### config.mk
export PLATFORM = sky130hd
export DESIGN_NAME = flt_cfg_cmd_initiator
export DESIGN_NICKNAME = d
export VERILOG_FILES = /design/src/rtl/flt_cfg_cmd_initiator.sv
export SDC_FILE = /design/constraint.sdc
export NUM_CORES = 1
export LEC_CHECK = 0
export ABC_AREA = 1
export ABC_CLOCK_PERIOD_IN_PS = 2400
export BUFFER_PORTS_ARGS = -buffer_cell sky130_fd_sc_hd__buf_2
export CAP_MARGIN = 20
export CELL_PAD_IN_SITES_DETAIL_PLACEMENT = 0
export CELL_PAD_IN_SITES_GLOBAL_PLACEMENT = 1
export CORE_MARGIN = 3
export CORE_UTILIZATION = 38
export DETAILED_ROUTE_END_ITERATION = 10
export PLACE_DENSITY = 0.91
export SYNTH_ARGS = -nofsm -noshare
export SYNTH_HDL_FRONTEND = slang
export SYNTH_SLANG_ARGS = --single-unit
### constraint.sdc
create_clock -name i_clk -period 2.4 [get_ports i_clk]
set_input_delay 0 -clock i_clk [delete_from_list [all_inputs] [get_ports i_clk]]
set_output_delay 0 -clock i_clk [all_outputs]
set_load 0.1 [all_outputs]
### src/rtl/flt_cfg_cmd_initiator.sv
// Host-side initiator for the FLT configuration command bus: one request at a time,
// split into single-cycle wr/rd beats, with read-response matching and a timeout.
module flt_cfg_cmd_initiator #(
   parameter int unsigned TIMEOUT_CYCLES = 15
) (
   input  logic        i_clk,
   input  logic        i_rst_n,
   input  logic        i_req_valid,
   output logic        o_req_ready,
   input  logic        i_req_wr,
   input  logic        i_req_entry,
   input  logic [18:0] iv_req_addr,
   input  logic        i_req_addr_fixed,
   input  logic [56:0] iv_req_wdata,
   output logic        o_rsp_valid,
   output logic [56:0] ov_rsp_rdata,
   output logic        o_rsp_err,
   output logic        o_wr,
   output logic        o_rd,
   output logic [18:0] ov_addr,
   output logic        o_addr_fixed,
   output logic [31:0] ov_wdata,
   input  logic        i_wr,
   input  logic [18:0] iv_addr,
   input  logic        i_addr_fixed,
   input  logic [31:0] iv_rdata
);

   typedef enum logic [1:0] {
      ST_IDLE  = 2'd0,
      ST_ISSUE = 2'd1,
      ST_WAIT  = 2'd2,
      ST_RESP  = 2'd3
   } state_t;

   localparam logic [7:0] TMO_LIMIT = 8'(TIMEOUT_CYCLES);

   // Entry beats use the even/odd word pair and never the fixed-address flag.
   function automatic logic [18:0] beat_addr(input logic [18:0] addr, input logic entry,
                                             input logic beat);
      return entry ? {addr[18:1], beat} : addr;
   endfunction

   function automatic logic beat_fixed(input logic fixed, input logic entry);
      return entry ? 1'b0 : fixed;
   endfunction

   function automatic logic [31:0] beat_wdata(input logic [56:0] wdata, input logic entry,
                                              input logic beat);
      logic [31:0] word;
      if (entry && !beat) begin
         word = {7'd0, wdata[56:32]};
      end else begin
         word = wdata[31:0];
      end
      return word;
   endfunction

   state_t      state_r, state_s;
   logic        beat_r, beat_s;
   logic [7:0]  cnt_r, cnt_s;
   logic [24:0] hi_r, hi_s;
   logic [31:0] lo_r, lo_s;
   logic        err_r, err_s;
   logic        req_wr_r, req_entry_r, req_fixed_r;
   logic [18:0] req_addr_r;
   logic [56:0] req_wdata_r;
   logic        latch_s, match_s;
   logic        bus_wr_s, bus_rd_s, bus_fixed_s;
   logic [18:0] bus_addr_s;
   logic [31:0] bus_wdata_s;

   // Next-state, capture and next bus-beat decode.
   always_comb begin
      state_s     = state_r;
      beat_s      = beat_r;
      cnt_s       = cnt_r;
      hi_s        = hi_r;
      lo_s        = lo_r;
      err_s       = err_r;
      latch_s     = 1'b0;
      bus_wr_s    = 1'b0;
      bus_rd_s    = 1'b0;
      bus_addr_s  = 19'd0;
      bus_fixed_s = 1'b0;
      bus_wdata_s = 32'd0;
      match_s     = i_wr && (iv_addr == beat_addr(req_addr_r, req_entry_r, beat_r)) &&
                    (i_addr_fixed == beat_fixed(req_fixed_r, req_entry_r));
      case (state_r)
         ST_IDLE: begin
            if (i_req_valid && o_req_ready) begin
               latch_s     = 1'b1;
               beat_s      = 1'b0;
               hi_s        = 25'd0;
               lo_s        = 32'd0;
               err_s       = 1'b0;
               state_s     = ST_ISSUE;
               bus_wr_s    = i_req_wr;
               bus_rd_s    = !i_req_wr;
               bus_addr_s  = beat_addr(iv_req_addr, i_req_entry, 1'b0);
               bus_fixed_s = beat_fixed(i_req_addr_fixed, i_req_entry);
               bus_wdata_s = i_req_wr ? beat_wdata(iv_req_wdata, i_req_entry, 1'b0) : 32'd0;
            end else begin
               state_s = ST_IDLE;
            end
         end
         ST_ISSUE: begin
            cnt_s = 8'd0;
            if (!req_wr_r) begin
               state_s = ST_WAIT;
            end else if (req_entry_r && !beat_r) begin
               // Second write beat follows immediately, no gap cycle.
               beat_s      = 1'b1;
               state_s     = ST_ISSUE;
               bus_wr_s    = 1'b1;
               bus_addr_s  = beat_addr(req_addr_r, 1'b1, 1'b1);
               bus_wdata_s = beat_wdata(req_wdata_r, 1'b1, 1'b1);
            end else begin
               state_s = ST_RESP;
            end
         end
         ST_WAIT: begin
            cnt_s = cnt_r + 8'd1;
            if (match_s) begin
               if (req_entry_r && !beat_r) begin
                  hi_s       = iv_rdata[24:0];
                  beat_s     = 1'b1;
                  state_s    = ST_ISSUE;
                  bus_rd_s   = 1'b1;
                  bus_addr_s = beat_addr(req_addr_r, 1'b1, 1'b1);
               end else begin
                  lo_s    = iv_rdata;
                  state_s = ST_RESP;
               end
            end else if (cnt_s == TMO_LIMIT) begin
               err_s   = 1'b1;
               state_s = ST_RESP;
            end else begin
               state_s = ST_WAIT;
            end
         end
         ST_RESP: begin
            state_s = ST_IDLE;
         end
         default: begin
            state_s = ST_IDLE;
         end
      endcase
   end

   // State, request latch and registered outputs.
   always_ff @(posedge i_clk) begin
      if (!i_rst_n) begin
         state_r      <= ST_IDLE;
         beat_r       <= 1'b0;
         cnt_r        <= 8'd0;
         hi_r         <= 25'd0;
         lo_r         <= 32'd0;
         err_r        <= 1'b0;
         req_wr_r     <= 1'b0;
         req_entry_r  <= 1'b0;
         req_fixed_r  <= 1'b0;
         req_addr_r   <= 19'd0;
         req_wdata_r  <= 57'd0;
         o_req_ready  <= 1'b0;
         o_rsp_valid  <= 1'b0;
         o_rsp_err    <= 1'b0;
         ov_rsp_rdata <= 57'd0;
         o_wr         <= 1'b0;
         o_rd         <= 1'b0;
         ov_addr      <= 19'd0;
         o_addr_fixed <= 1'b0;
         ov_wdata     <= 32'd0;
      end else begin
         state_r <= state_s;
         beat_r  <= beat_s;
         cnt_r   <= cnt_s;
         hi_r    <= hi_s;
         lo_r    <= lo_s;
         err_r   <= err_s;
         if (latch_s) begin
            req_wr_r    <= i_req_wr;
            req_entry_r <= i_req_entry;
            req_fixed_r <= i_req_addr_fixed;
            req_addr_r  <= iv_req_addr;
            req_wdata_r <= iv_req_wdata;
         end else begin
            req_wr_r    <= req_wr_r;
            req_entry_r <= req_entry_r;
            req_fixed_r <= req_fixed_r;
            req_addr_r  <= req_addr_r;
            req_wdata_r <= req_wdata_r;
         end
         o_req_ready  <= (state_s == ST_IDLE);
         o_rsp_valid  <= (state_s == ST_RESP);
         o_rsp_err    <= (state_s == ST_RESP) && err_s;
         ov_rsp_rdata <= ((state_s == ST_RESP) && !req_wr_r && !err_s) ? {hi_s, lo_s} : 57'd0;
         o_wr         <= bus_wr_s;
         o_rd         <= bus_rd_s;
         ov_addr      <= bus_addr_s;
         o_addr_fixed <= bus_fixed_s;
         ov_wdata     <= bus_wdata_s;
      end
   end

endmodule

==> qor.csv <==
metric;value;unit
status;completed;
Worst slew margin;34.1;%
P&R area growth vs syn;35.7;%
CTS Buf Count;27;
most frequent cells in the layout;337 x nand2_1, 248 x buf_2, 237 x dfxtp_1;
maximum vdd drop;0.000514;V
insertion delay to the later sink of the worst-skew pair;0.52;ns
largest net degree at the start of global routing;60;
Slew Viols, Final;0;
Static Leak;6.46;nW
Antenna Nets Post-Route;0;
Seq pwr share;44.1;%
Post-route DRC;0;
Netlist Area Pre-Place;9980;um2
asr flop ratio synth;0;%
Req. time, crit path;2.84;ns
cts repair resizes;0;
power density cells;686;nW/um2
Core Util, Final;53.1;%
die width;168;um
Synth Flop Type;dfxtp_1;
fin cells;2061;
clock buffer depth;3;
Synth Register Bits;237;
DIE AREA;28200;um2
CTS tree;yes;
Netlist cell types;37;
Detailed Route WL;28.7;mm
Max Freq;469;MHz
most used cell, CP;inv_1;
most common cell after layout, fill and taps aside;nand2_1;
Clock Sinks;237;
Avg WL per Cell;13.9;um
Clock Power Share;45.0;%
net switching power;2.36;mW
Clock Skew;0.00969;ns
CP max stage delay;0.75;ns
PortBufs;248;
yosys warns;0;
initial DRC count;500;
crit path DAT;2.57;ns
layout cell share with drive strength beyond 1;23.7;%
Critical Path Sink Type;flip-flop;
Synthesized Nets;1506;
Root Buffer Master;clkbuf_16;
Gate power share;10.9;%
DP HPWL;18.1;mm
CP delay by family, top;simple AND/OR/NAND/NOR gates;
vias per inst;4.64;
Core Rows;58;
Crit Path Category;reg2reg;
number of global-route vias before repair;9460;
Reg clk slew, reported paths;0.06;ns
nets;1851;
min cycle time layout;2.13;ns
worst slew pin tran;0.981;ns
first-pass GRT wire length;46.9;mm
final hold slack;0.000188;ns
Buffers & Inverters on Critical Path;3;
slowest CP cell;nor3_1;
Syn Area/Cell;7.31;um2
RSZ-0062 raised after global routing;no;
setup_tns;0;ns
crit start category;flip-flop;
Min-Delay Path Class;in2reg;
DRT Pass-1 Iters;5;
routability congestion estimate;0.805;
core box area;25500;um2
Sw Ratio;25.4;%
final hold viol count;0;
fin crit share;88.9;%
EDFF count, synth;0;
Critical Path, Cell by Cell;inv_1 -> ha_1 -> inv_1 -> nor2_4 -> inv_2 -> nor3_1 -> a22oi_1 -> nor2_1;
I/O pin count;249;
max_cap viols;0;
Reg area;4740;um2
Initial Util;39.2;%
sequential share of the synthesized area;47.5;%
die height;168;um
Int Pwr;6.93;mW
initial antenna violation count;2;
Gate Count Post-Synth;1365;
Vias;9555;
H-tree levels;1;
multi-input logic area;4170;um2
Overall Global Routing Usage;19.8;%
Finish-stage setup viols;0;
grt total ovfl;0;
filler cell count;2372;
number of instances in the placed design;1899;
critical-path maximum fanout;7;
synthesized netlist by cell type, drive strengths merged, types with 2 or more instances:
library cell / count / area (um2)
nand2: 351 / 1360
nor2: 275 / 1310
dfxtp: 237 / 4740
inv: 189 / 709
o21ai: 89 / 445
a21oi: 48 / 274
nand3: 47 / 280
clkbuf: 39 / 146
a22oi: 34 / 255
buf: 27 / 215
xor2: 7 / 61.3
ha: 6 / 75.1
clkinv: 4 / 15.0
nor3: 4 / 25.0
a211oi: 2 / 15.0
sequential cells by signal, indices dropped and copies added (netlist names):
signal and flops:
cnt_r 8, o_rd 1, ov_rsp_rdata 57, req_entry_r 1, o_rsp_valid 1, ov_addr 19, o_req_ready 1, o_addr_fixed 1
req_wr_r 1, req_fixed_r 1, ov_wdata 32, o_rsp_err 1, lo_r 32, state_r 2, req_addr_r 19, beat_r 1
err_r 1, req_wdata_r 32, hi_r 25, o_wr 1
final timing paths:
check | slack [ns] | endpoint | cells past startpoint | startpoint
setup / recovery | 0.27 | ov_wdata[26] | 8 | state_r[0]
setup reg to reg | 0.27 | ov_wdata[26] | 8 | state_r[0]
hold / removal | 0.0002 | state_r[0] | 5 | i_req_valid
hold reg to reg | 0.46 | req_addr_r[0] | 2 | req_addr_r[0]
power groups by stage:
stage	logic (mW)	registers, mW	clock network [mW]
after floorplan	0.390	4.34	0
after global placement	0.863	4.18	0
after detailed placement	0.866	4.18	0
after CTS	1.01	4.10	4.28
after global routing	1.10	4.11	4.42
final	1.01	4.10	4.18
layer usage:
| layer | up-vias | track usage (%) | wire length (um) |
|---|---|---|---|
| met2 | 334 | 33.6 | 13200 |
| met1 | 4323 | 25.2 | 12600 |
| li1 | 4841 | - | - |
| met5 | - | 0 | 13 |
| met4 | 2 | 5.16 | 606 |
| met3 | 55 | 4.79 | 2240 |
area by class of cell:
cell class                 instances  area share (%)
inverter                         193            5.37
clock buffer                      35            5.58
multi-input combinational        869            30.8
antenna                            2          0.0370
sequential                       237            35.0
clock inverter                    13            1.11
timing repair buffer             382            19.0
tap                              330            3.05
cell families (layout without fill, tap and decap cells):
kind of cell    count (synthesis)  after routing  share of synthesized area (%)
buf+inv                       259            623                           10.9
simple gates                  679            679                           30.0
fa+ha+maj                       6              6                          0.752
other cells                     0              2                              0
compound gates                176            176                           10.1
flops                         237            237                           47.5
xor+xnor                        8              8                          0.702
what timing repair did:
item / 4_1_cts / 5_1_grt
hold endpoints to repair: 221 / 0
buffers inserted: 0 / 1
setup endpoints to repair: 0 / 5
hold buffers: 111 / 0
metrics by stage:
stage | total power [mW] | setup WS (ns) | cell area [um2]
6_report | 9.29 | 0.266 | 13500
5_1_grt | 9.63 | 0.0994 | 13500
4_1_cts | 9.39 | 0.179 | 13500
3_5_place_dp | 5.05 | 0.190 | 11500
3_3_place_gp | 5.04 | 0.279 | 11500
2_1_floorplan | 4.73 | 0.0842 | 9980
tightest hold or removal path: stages:
cell,delay (ns)
buf_2,0.07
nand2_1,0.14
nand2_1,0.12
nand2_1,0.07
nor2_1,0.08
Note: power is estimated with default switching activity, not from simulation.
